File: src/rtl/keymap_decoder.sv
// Maps PS/2 key events onto held button outputs through a writable scancode table.
// Also stretches presses of the coin button into fixed-length coin pulses.
module keymap_decoder #(
   parameter int NUM_BTN     = 16,
   parameter int COIN_IDX    = 10,
   parameter int COIN_CYCLES = 250000
) (
   input  logic               clk_sys,
   input  logic               reset,
   input  logic [10:0]        ps2_key,
   input  logic               map_wr,
   input  logic [4:0]         map_addr,
   input  logic [8:0]         map_data,
   input  logic               release_all,
   output logic [NUM_BTN-1:0] btn,
   output logic               coin
);

   localparam int CW = $clog2(COIN_CYCLES);

   typedef struct packed {
      logic       valid;
      logic       ext;
      logic [7:0] code;
   } entry_t;

   typedef enum logic [1:0] {IDLE, PULSE, WAITREL} coin_state_t;

   entry_t             tbl [NUM_BTN];
   logic [NUM_BTN-1:0] hit;
   logic               tog_q;
   logic               primed;
   logic               evt_q;
   logic [9:0]         key_q;
   logic               evt_det;

   coin_state_t        state_q, state_d;
   logic [CW-1:0]      cnt_q, cnt_d;
   logic               coin_prev;

   // Per-entry storage and compare; addresses outside the table match no entry.
   for (genvar i = 0; i < NUM_BTN; i++) begin : g_ent
      always_ff @(posedge clk_sys or posedge reset) begin
         if (reset)
            tbl[i] <= '0;
         else if (map_wr && map_addr == 5'(i))
            tbl[i] <= {map_data[7:0] != 8'd0, map_data};
      end
      assign hit[i] = tbl[i].valid && ({tbl[i].ext, tbl[i].code} == key_q[8:0]);
   end

   assign evt_det = primed && (ps2_key[10] != tog_q);

   // First edge after reset only samples the toggle bit.
   always_ff @(posedge clk_sys or posedge reset) begin
      if (reset) begin
         tog_q  <= 1'b0;
         primed <= 1'b0;
         evt_q  <= 1'b0;
         key_q  <= '0;
      end else begin
         tog_q  <= ps2_key[10];
         primed <= 1'b1;
         evt_q  <= evt_det;
         if (evt_det)
            key_q <= ps2_key[9:0];
      end
   end

   always_ff @(posedge clk_sys or posedge reset) begin
      if (reset)
         btn <= '0;
      else if (release_all)
         btn <= '0;
      else if (evt_q) begin
         for (int i = 0; i < NUM_BTN; i++)
            if (hit[i])
               btn[i] <= key_q[9];
      end
   end

   always_ff @(posedge clk_sys or posedge reset) begin
      if (reset) begin
         state_q   <= IDLE;
         cnt_q     <= '0;
         coin_prev <= 1'b0;
      end else begin
         state_q   <= state_d;
         cnt_q     <= cnt_d;
         coin_prev <= btn[COIN_IDX];
      end
   end

   // coin decodes straight from state so reset drops it without a clock.
   always_comb begin
      state_d = state_q;
      cnt_d   = cnt_q;
      coin    = 1'b0;
      case (state_q)
         IDLE: begin
            if (btn[COIN_IDX] && !coin_prev) begin
               state_d = PULSE;
               cnt_d   = CW'(COIN_CYCLES - 1);
            end
         end
         PULSE: begin
            coin = 1'b1;
            if (cnt_q == '0)
               state_d = btn[COIN_IDX] ? WAITREL : IDLE;
            else
               cnt_d = cnt_q - 1'b1;
         end
         WAITREL: begin
            if (!btn[COIN_IDX])
               state_d = IDLE;
         end
         default: state_d = IDLE;
      endcase
   end

endmodule
File: config.mk
export PLATFORM = sky130hd
export DESIGN_NAME = keymap_decoder
export DESIGN_NICKNAME = d
export VERILOG_FILES = /design/src/rtl/keymap_decoder.sv
export SDC_FILE = /design/constraint.sdc
export NUM_CORES = 1
export LEC_CHECK = 0
export ABC_AREA = 1
export BUFFER_PORTS_ARGS = -buffer_cell sky130_fd_sc_hd__buf_4
export CAP_MARGIN = 20
export CELL_PAD_IN_SITES_DETAIL_PLACEMENT = 0
export CELL_PAD_IN_SITES_GLOBAL_PLACEMENT = 2
export CORE_ASPECT_RATIO = 1.5
export CORE_MARGIN = 5
export CORE_UTILIZATION = 38
export DETAILED_ROUTE_END_ITERATION = 7
export GPL_TIMING_DRIVEN = 0
export PLACE_DENSITY = 0.95
export SKIP_LAST_GASP = 1
export SYNTH_ARGS = -nofsm -noshare
export SYNTH_HDL_FRONTEND = slang
export SYNTH_SLANG_ARGS = --single-unit
File: constraint.sdc
create_clock -name clk_sys -period 12.6 [get_ports clk_sys]
set_clock_uncertainty 0.05 [all_clocks]
set_input_delay 1.89 -clock clk_sys [delete_from_list [all_inputs] [get_ports clk_sys]]
set_output_delay 1.89 -clock clk_sys [all_outputs]
set_load 0.05 [all_outputs]
==> impl_metrics.env, run 1 <==
export IMPL_synth_edf_count=0
export IMPL_clock_latency_ps=540
export IMPL_cp_slowest_cell="dfrtp_1"
export IMPL_grt_ovfl_total=0
export IMPL_clock_sinks=210
export IMPL_drv_cap=0
export IMPL_worstMarginPinSlew_ps=996.5
export IMPL_nets=1644
export IMPL_routed_wl_um=37030
export IMPL_synth_async_reset_ratio=1.000
export IMPL_fin_crit_ps=3816
export IMPL_grtUsageTotal=0.2314
export IMPL_cts_buffers=23
export IMPL_synthFlopType="dfrtp_1"
export IMPL_grt_pass1_wl_um=56700
export IMPL_syn_to_final_growth_pct=14.27
export IMPL_cts_root_buf="clkbuf_16"
export IMPL_yosysSeqAreaShare=0.4846
export IMPL_dr_pass1_iters=5
export IMPL_drive_gt1_frac=0.08461
export IMPL_antenna_found_initial=0
export IMPL_drc_errors=0
export IMPL_outcome="complete, no violations"
export IMPL_slew_headroom=0.3357
export IMPL_cts_resized=0
export IMPL_dp_hpwl_um=24500
export IMPL_pin_count=46
export IMPL_end_kind="primary output"
export IMPL_initial_core_util=0.3865
export IMPL_place_congestion=0.9039
export IMPL_syn_avg_cell_area_sq_um=7.023
export IMPL_ys_warn_count=0
export IMPL_clock_path_buffers=3
export IMPL_p_per_area_nw_per_um2=171.2
export IMPL_setup_viol=0
export IMPL_drt_initial_drc_count=714
export IMPL_fin_total_pwr_mw=2.122
export IMPL_post_drt_wl_per_cell_um=18.73
export IMPL_synth_area_sq_um=10840
export IMPL_worstSetupPathType="flip-flop to primary output"
export IMPL_crit_required_ps=10660
export IMPL_port_buffers=44
export IMPL_grt_max_degree=126
export IMPL_post_dp_cell_area_sq_um=11640
export IMPL_coreArea_sq_um=28060
export IMPL_die_w_um=147.9
export IMPL_vias=9907
export IMPL_synth_cell_types=31
export IMPL_vias_per_cell=5.011
export IMPL_period_share=0.3029
export IMPL_rsz0062_at_grt="no"
export IMPL_htree_num_levels=1
export IMPL_die_y_um=216.9
export IMPL_antenna_cells=0
export IMPL_multi_input_area_sq_um=4677
export IMPL_ctsHoldBuffers=0
export IMPL_path_clk_slew_ps=60
export IMPL_cp_slowest_stage_delay_ps=400
export IMPL_fillers=2934
export IMPL_cts_tree="built"
export IMPL_fmax_mhz=262.0
export IMPL_hold_viol_final=0
export IMPL_ant_nets=0
export IMPL_grt_pass1_vias=9548
export IMPL_stdcell_area_sq_um=12390
export IMPL_seqCellArea_sq_um=5255
export IMPL_leakage_nw=6.135
export IMPL_hp_class="flip-flop to flip-flop"
export IMPL_row_count=75
export IMPL_dieArea_sq_um=32090
export IMPL_syn_nets=1574
export IMPL_path_cells="nor2_2 > buf_2 > buf_4"
export IMPL_syn_inst=1544
export IMPL_post_cts_buffers=0
export IMPL_ir_drop_mv=0.08971
export IMPL_setup_tns_ps=0
export IMPL_synth_seq_cells=210
export IMPL_start_kind="flip-flop"
export IMPL_worstPathArrival_ps=1880
export IMPL_crit_fanout=10
export IMPL_final_max_slew_viol_count=0
[layout by cell type (no fill, tap or decap), types with 2 or more instances in the layout]
cell | netlist | routed
nand3_1 | 63 | 63
nand2_1 | 571 | 571
clkinv_2 | 0 | 3
or2_2 | 2 | 2
clkbuf_8 | 0 | 6
nor2_1 | 198 | 198
inv_1 | 145 | 144
clkbuf_16 | 0 | 23
nor2_2 | 7 | 7
buf_4 | 4 | 48
o21ai_1 | 2 | 2
buf_2 | 29 | 29
nand3b_1 | 3 | 3
xor2_1 | 6 | 6
dfrtp_1 | 210 | 210
nand2_2 | 2 | 2
xnor2_1 | 2 | 2
o21ai_0 | 216 | 216
nand2_4 | 2 | 2
nand4_1 | 5 | 5
nor3_1 | 19 | 19
clkinvlp_4 | 0 | 2
clkbuf_1 | 42 | 48
inv_2 | 5 | 5
[flip-flops by register name, summed over array words and instances, names as in the netlist]
signal     cells
tbl          160
cnt_q         18
btn           16
key_q         10
state_q        2
coin_prev      1
evt_q          1
primed         1
tog_q          1
[per-layer routing]
layer	share of wire	wire, um	vias to the layer above	GRT usage
met2	0.50	18580	255	0.4114
met3	0.047	1735	79	0.02206
met4	0.041	1522	0	0.09276
li1	-	-	4919	-
met1	0.41	15200	4654	0.2886
met5	0	0	-	0
[where the power goes]
group / switching (mW) / leakage, nW / internal (mW)
sequential: 0.103 / 2.71 / 0.799
combinational: 0.358 / 3.06 / 0.178
clock: 0.291 / 0.364 / 0.393
[logic make-up (layout without fill, tap and decap cells)]
family,Yosys count,count (layout),synth area share
AND/OR/NAND/NOR,877,877,0.3216
AO/OA/AOI/OAI,220,220,0.1018
XOR/XNOR,8,8,0.006462
flip-flops,210,210,0.4846
adder cells (fa/ha/maj),1,1,0.001154
buffers and inverters,227,314,0.08411
other,1,1,0.0003458
[cells in the mapped netlist, drive strengths merged, types with 3 or more instances]
library cell / n / area share
nand3: 64 / 0.030
nand2: 575 / 0.20
clkbuf: 43 / 0.015
dfrtp: 210 / 0.48
inv: 150 / 0.052
nand4: 5 / 0.0029
buf: 34 / 0.017
xor2: 6 / 0.0048
o21ai: 218 / 0.10
nand3b: 3 / 0.0021
nor2: 206 / 0.074
nor3: 20 / 0.0097
[path summary, 6_finish.rpt]
kind	from	to	slack, ps	depth (start not counted)
setup / recovery	state_q[1]	coin	8780	3
hold / removal	btn[10]	coin_prev	410	0
setup reg to reg	key_q[0]	btn[10]	10360	6
hold reg to reg	btn[10]	coin_prev	410	0
max in group asynchronous	reset	tbl[36]	9990	3
min in group asynchronous	reset	cnt_q[14]	1390	2
[through the flow]
stage                     worst slack, ps  hold slack [ps]  utilization  instances
final                                8784            414.2       0.4417       1977
after CTS                            8741            416.6       0.4417       1977
after global placement               2059            391.1       0.4137       1934
after global routing                 8700            424.2       0.4417       1977
after detailed placement             8219            402.0       0.4149       1935
after floorplan                      4922            403.0            -       1544
[area by class of cell]
cell class / instances / share of cell area
repair buffers: 45 / 0.02888
flip-flops and latches: 210 / 0.4241
well taps: 346 / 0.03494
multi-input cells: 1107 / 0.3774
plain buffers: 77 / 0.02817
clock buffers: 35 / 0.05493
inverters: 150 / 0.04604
clock inverters: 7 / 0.005553
[worst max-delay path: cells and delay by family (launching register included)]
family / cells / cell delay [ps]
buffers and inverters: 2 / 570
flip-flops: 1 / 400
AND/OR/NAND/NOR: 1 / 380
Power figures use the tool's default switching activity.
==> run 2, diff against run 1 <==
- CORE_UTILIZATION: 38 -> 32
- PLACE_DENSITY: 0.95 -> 0.88
- clock period: 12.6 -> 3.2 ns (I/O delays scaled with it)
==> run 2 against run 1 <==
Compared with the run above: sequential cell count unchanged; power increased to 4.1 times the previous value; combinational power increased to 4.0 times the previous value; die area increased by 18%; utilization decreased by 6.2 points; first-iteration DRC count increased by 11%; setup slack got worse by 8000 ps; register-to-register slack got worse by 9400 ps; critical path type is now input pin to flip-flop; highest routed layer unchanged.
==> impl_metrics.env, run 2 (synthesis gave the netlist of run 1 again) <==
export IMPL_outcome="complete, no violations"
export IMPL_crit_required_ps=3530
export IMPL_initial_core_util=0.3242
export IMPL_setup_viol=0
export IMPL_final_cell_count_no_fill=2059
export IMPL_dieArea_sq_um=37750
export IMPL_antenna_found_initial=0
export IMPL_fin_total_pwr_mw=8.651
export IMPL_drv_cap=0
export IMPL_drc_errors=0
export IMPL_worstMarginPinSlew_ps=1029
export IMPL_clock_sinks=210
export IMPL_drt_initial_drc_count=791
export IMPL_p_per_area_nw_per_um2=682.1
export IMPL_cts_root_buf="clkbuf_16"
export IMPL_dr_pass1_iters=5
export IMPL_layout_commonest_cell="nand2_1"
export IMPL_crit_fanout=10
export IMPL_coreArea_sq_um=33450
export IMPL_grtUsageTotal=0.2055
export IMPL_post_cts_buffers=0
export IMPL_regMostFlops="tbl"
export IMPL_routed_wl_um=38920
export IMPL_switching_share=0.3482
export IMPL_p_sw_mw=3.013
export IMPL_hold_viol_final=0
export IMPL_row_count=82
export IMPL_antenna_cells=0
export IMPL_end_kind="flip-flop"
export IMPL_crit_family="buffers and inverters"
export IMPL_path_cells="buf_4 > inv_1 > nand4_1 > nor2_1 > clkbuf_1 > o21ai_0"
export IMPL_nets=1651
export IMPL_final_cell_mix="nand2_1, o21ai_0, dfrtp_1"
export IMPL_hp_class="input pin to flip-flop"
export IMPL_combPwrFrac=0.248
export IMPL_sequentialPowerShare=0.411
export IMPL_syn_to_final_growth_pct=16.96
export IMPL_internal_power_mw=5.639
export IMPL_grt_pass1_wl_um=59480
export IMPL_clock_latency_ps=540
export IMPL_grt_ovfl_total=0
export IMPL_ir_drop_mv=0.2978
export IMPL_rsz0062_at_grt="no"
export IMPL_fmax_mhz=416.0
export IMPL_vias=9982
export IMPL_worstSetupPathType="input pin to flip-flop"
export IMPL_start_kind="input pin"
export IMPL_fillers=3591
export IMPL_final_max_slew_viol_count=0
export IMPL_path_buf_inv=3
export IMPL_post_place_cells=2014
export IMPL_p_clk_frac=0.341
export IMPL_largest_register_ffs=160
export IMPL_place_congestion=0.8316
export IMPL_worstPathArrival_ps=2730
export IMPL_pin_count=46
export IMPL_ant_nets=0
export IMPL_leakage_nw=6.232
export IMPL_drive_gt1_frac=0.09030
export IMPL_grt_max_degree=40
export IMPL_die_y_um=235.5
export IMPL_post_drt_wl_per_cell_um=18.90
export IMPL_htree_num_levels=1
export IMPL_die_w_um=160.3
export IMPL_port_buffers=44
export IMPL_cts_tree="built"
export IMPL_dp_hpwl_um=26540
export IMPL_stdcell_area_sq_um=12680
export IMPL_setup_tns_ps=0
export IMPL_path_clk_slew_ps=60
export IMPL_slew_headroom=0.3140
export IMPL_post_dp_cell_area_sq_um=11820
export IMPL_grt_pass1_vias=9761
export IMPL_cp_slowest_cell="clkbuf_1"
export IMPL_vias_per_cell=4.848
export IMPL_period_share=0.7511
export IMPL_clock_path_buffers=3
export IMPL_cp_slowest_stage_delay_ps=760
export IMPL_fin_crit_ps=2404
export IMPL_reg_largest_list="tbl: 160 flops, cnt_q: 18 flops, btn: 16 flops"
export IMPL_cts_buffers=24
==> run 2: power by group through the flow <==
stage	clock network [mW]	registers, mW	logic (mW)
final	2.95	3.56	2.15
after detailed placement	0	3.59	2.16
after floorplan	0	3.49	1.50
after CTS	3.00	3.55	2.17
after global routing	3.11	3.62	2.45
after global placement	0	3.58	2.11
==> run 2: area by class of cell <==
class / instances / area (sq um) / share of cell area
clock buffer: 40 / 802.0 / 0.06323
inverter: 150 / 566.8 / 0.04469
multi-input combinational: 1107 / 4677 / 0.3687
tap: 420 / 525.5 / 0.04143
buffer: 77 / 349.1 / 0.02752
sequential: 210 / 5255 / 0.4143
timing repair buffer: 51 / 460.4 / 0.03630
clock inverter: 4 / 47.55 / 0.003749
==> run 2: final timing paths <==
kind                              from         to  slack (ps)  cells after the start
max                        map_data[6]   tbl[109]         800                      6
min in group asynchronous        reset    tbl[29]         540                      3
max reg2reg                   key_q[2]    btn[10]        1000                      9
min                        ps2_key[10]      tog_q          20                      1
min reg2reg                    btn[10]  coin_prev         430                      0
max in group asynchronous        reset     btn[2]        1450                      6
==> run 2: metal layers <==
layer,share of wire,GRT usage,vias up
met5,0,0,-
met4,0.038,0.07670,0
met3,0.044,0.02330,75
met2,0.51,0.3699,246
met1,0.41,0.2515,4729
li1,-,-,4932
==> run 2: timing repair <==
| item | 4_1_cts | 5_1_grt |
|---|---|---|
| hold buffers | 1 | 0 |
| resized for setup | 0 | 0 |
| setup endpoints to repair | 0 | 0 |
| endpoints found under the hold margin | 23 | 0 |
==> run 2: metrics by stage <==
step | utilization | hold slack [ps] | setup WS, ps
after floorplan | - | 403.0 | -58.21
after global placement | 0.3499 | 402.2 | -1665
after detailed placement | 0.3535 | 417.2 | 200.9
after CTS | 0.3792 | 3.366 | 754.8
after global routing | 0.3792 | 9.594 | 708.8
final | 0.3792 | 19.73 | 796.3
==> run 3, diff against run 2 <==
- ABC_AREA: 1 -> 0
- CORE_UTILIZATION: 32 -> 43
- PLACE_DENSITY: 0.88 -> 0.92
- clock period: 3.2 -> 2.5 ns (I/O delays scaled with it)
==> run 3 against run 2 <==
Compared with the run above: die area decreased by 30%; clock power is 16% higher; power rose by 14%; setup slack worse by 640 ps; cell area shrank 9.2%; utilization up 12 points; critical path depth shrank 1; routed wire length decreased by 35%; hold slack improved by 33 ps.
==> impl_metrics.env, run 3 <==
export IMPL_outcome="complete, no violations"
export IMPL_largest_register_ffs=160
export IMPL_multi_input_area_sq_um=4479
export IMPL_final_cell_count_no_fill=1166
export IMPL_synth_common_cells="dfrtp_1, mux2_2, xnor2_1, clkbuf_1, nand4_1"
export IMPL_regMostFlops="tbl"
export IMPL_path_cells="buf_2 > xnor2_1 > nand4_1 > o311ai_0 > o41ai_1"
export IMPL_post_drt_wl_per_cell_um=21.77
export IMPL_grtUsageTotal=0.1975
export IMPL_nets=901
export IMPL_place_congestion=0.7881
export IMPL_hp_class="input pin to flip-flop"
export IMPL_dp_hpwl_um=17310
export IMPL_vias_per_cell=5.605
export IMPL_grt_ovfl_total=0
export IMPL_start_kind="flip-flop"
export IMPL_final_max_slew_viol_count=0
export IMPL_crit_fanout=10
export IMPL_fmax_mhz=426.5
export IMPL_vias=6535
export IMPL_layout_commonest_cell="dfrtp_1"
export IMPL_grt_pass1_wl_um=39910
export IMPL_cts_root_buf="clkbuf_16"
export IMPL_combPwrFrac=0.200
export IMPL_cp_slowest_stage_delay_ps=790
export IMPL_crit_required_ps=2800
export IMPL_dp_slack_ps=-504.7
export IMPL_clock_latency_ps=510
export IMPL_switching_share=0.2783
export IMPL_drv_cap=0
export IMPL_seqCellArea_sq_um=5261
export IMPL_p_per_area_nw_per_um2=855.4
export IMPL_post_place_cells=1135
export IMPL_reg_largest_list="tbl: 160 flops, cnt_q: 18 flops, btn: 16 flops"
export IMPL_cp_slowest_cell="dfrtp_1"
export IMPL_initial_core_util=0.4343
export IMPL_worstMarginPinSlew_ps=866.6
export IMPL_cts_tree="built"
export IMPL_fin_crit_ps=2344
export IMPL_rsz0062_at_grt="no"
export IMPL_fillers=2027
export IMPL_path_clk_slew_ps=60
export IMPL_hold_viol_final=0
export IMPL_synth_async_reset_ratio=1.000
export IMPL_synth_top_cell_area_share=0.5287
export IMPL_syn_to_final_growth_pct=15.86
export IMPL_worstPathArrival_ps=2640
export IMPL_clock_path_buffers=3
export IMPL_row_count=68
export IMPL_fin_total_pwr_mw=9.851
export IMPL_grt_pass1_vias=6922
export IMPL_cts_buffers=21
export IMPL_setup_viol=0
export IMPL_htree_num_levels=1
export IMPL_worstSetupPathType="flip-flop to flip-flop"
export IMPL_drive_gt1_frac=0.3014
export IMPL_synth_area_top_cells="dfrtp_1, mux2_2, xnor2_1"
export IMPL_synthFlopType="dfrtp_1"
export IMPL_ys_warn_count=0
export IMPL_utilization=0.5032
export IMPL_whs_ps=52.60
export IMPL_die_y_um=196.2
export IMPL_period_share=0.9378
export IMPL_die_w_um=134.1
export IMPL_syn_avg_cell_area_sq_um=12.36
export IMPL_port_buffers=45
export IMPL_ir_drop_mv=0.4458
export IMPL_end_kind="flip-flop"
export IMPL_yosysTopAreaCell="dfrtp_1"
export IMPL_coreArea_sq_um=22890
export IMPL_antenna_found_initial=0
export IMPL_synth_cell_types=39
export IMPL_pin_count=46
export IMPL_grt_max_degree=42
export IMPL_ant_nets=0
export IMPL_yosysMostFrequentCell="dfrtp_1"
export IMPL_syn_inst=804
export IMPL_sequentialPowerShare=0.453
export IMPL_routed_wl_um=25380
export IMPL_synth_edf_count=0
export IMPL_syn_nets=834
export IMPL_antenna_cells=0
export IMPL_dieArea_sq_um=26320
export IMPL_yosysSeqAreaShare=0.5287
export IMPL_clock_sinks=210
export IMPL_final_cell_mix="dfrtp_1, mux2_2, xnor2_1"
export IMPL_synth_seq_cells=210
export IMPL_leakage_nw=4.941
export IMPL_drt_initial_drc_count=360
export IMPL_p_clk_frac=0.347
export IMPL_dr_pass1_iters=4
export IMPL_p_sw_mw=2.742
export IMPL_synth_area_sq_um=9940
export IMPL_slew_headroom=0.4144
export IMPL_setup_ws_ps=155.6
export IMPL_drc_errors=0
export IMPL_internal_power_mw=7.110
## run 3: cell types whose count changed after synthesis, moves of 15 or more
| cell | delta |
|---|---|
| inv_1 | -140 |
| mux2_2 | +154 |
| nand2_1 | -543 |
| nand3_1 | -46 |
| nor3_1 | -15 |
| o41ai_1 | +17 |
| o21ai_0 | -194 |
| nor2_1 | -176 |
| nand4_1 | +30 |
| o311ai_0 | +16 |
| xnor2_1 | +142 |
| buf_2 | -27 |
## run 3: worst max-delay path: cells and delay by family (launching register included)
| kind | cells | cell delay, ps |
|---|---|---|
| compound gates | 2 | 500 |
| xor+xnor | 1 | 180 |
| buf+inv | 1 | 520 |
| flops | 1 | 790 |
| simple gates | 1 | 130 |
## run 3: kinds of logic after synthesis
family	after synthesis	synth area share
other cells	1	0.0003773
compound gates	74	0.05161
flops	210	0.5287
simple gates	152	0.08522
mux	162	0.1825
xor+xnor	145	0.1278
buf+inv	59	0.02253
fa+ha+maj	1	0.001259
## run 3: metal layers
metal | wire length (um) | vias up | global-route usage
li1 | - | 3009 | -
met1 | 10110 | 3364 | 0.2372
met2 | 13460 | 118 | 0.3664
met3 | 882 | 44 | 0.01924
met4 | 924 | 0 | 0.06868
met5 | 0 | - | 0
## run 3: layout make-up
class / count / share of cell area
plain buffers: 45 / 0.01597
clock buffers: 28 / 0.05139
repair buffers: 53 / 0.04107
flip-flops and latches: 210 / 0.4569
well taps: 280 / 0.03042
clock inverters: 10 / 0.01336
multi-input cells: 535 / 0.3890
inverters: 5 / 0.001956
## run 3: final timing paths
| path | end | depth (start not counted) | from | slack (ps) |
|---|---|---|---|---|
| min in group asynchronous | btn[3] | 3 | reset | 530 |
| max reg2reg | btn[7] | 5 | key_q[7] | 160 |
| max in group asynchronous | tbl[49] | 6 | reset | 730 |
| min reg2reg | cnt_q[17] | 1 | cnt_q[17] | 430 |
| max | btn[7] | 5 | key_q[7] | 160 |
| min | key_q[1] | 2 | ps2_key[1] | 50 |
## run 3: power by group through the flow
stage               Sequential, mW  Combinational (mW)  Clock (mW)
floorplan                     4.29                1.62           0
global placement              4.33                2.09           0
detailed placement            4.36                2.16           0
CTS                           4.46                2.00        3.47
global route                  4.53                2.17        3.59
finish                        4.46                1.97        3.41
## run 3: repair_timing
action	in CTS	in global routing
endpoints found under the setup margin	19	11
hold buffers	2	0
hold endpoints to repair	32	0
resized for setup	10	10
buffers inserted	0	0
## run 3: metrics by stage
stage	TNS [ps]	cell area [sq um]
2_1_floorplan	-137170	9943
3_3_place_gp	-419940	10630
3_5_place_dp	-9792	10750
4_1_cts	0	11500
5_1_grt	0	11520
6_report	0	11520
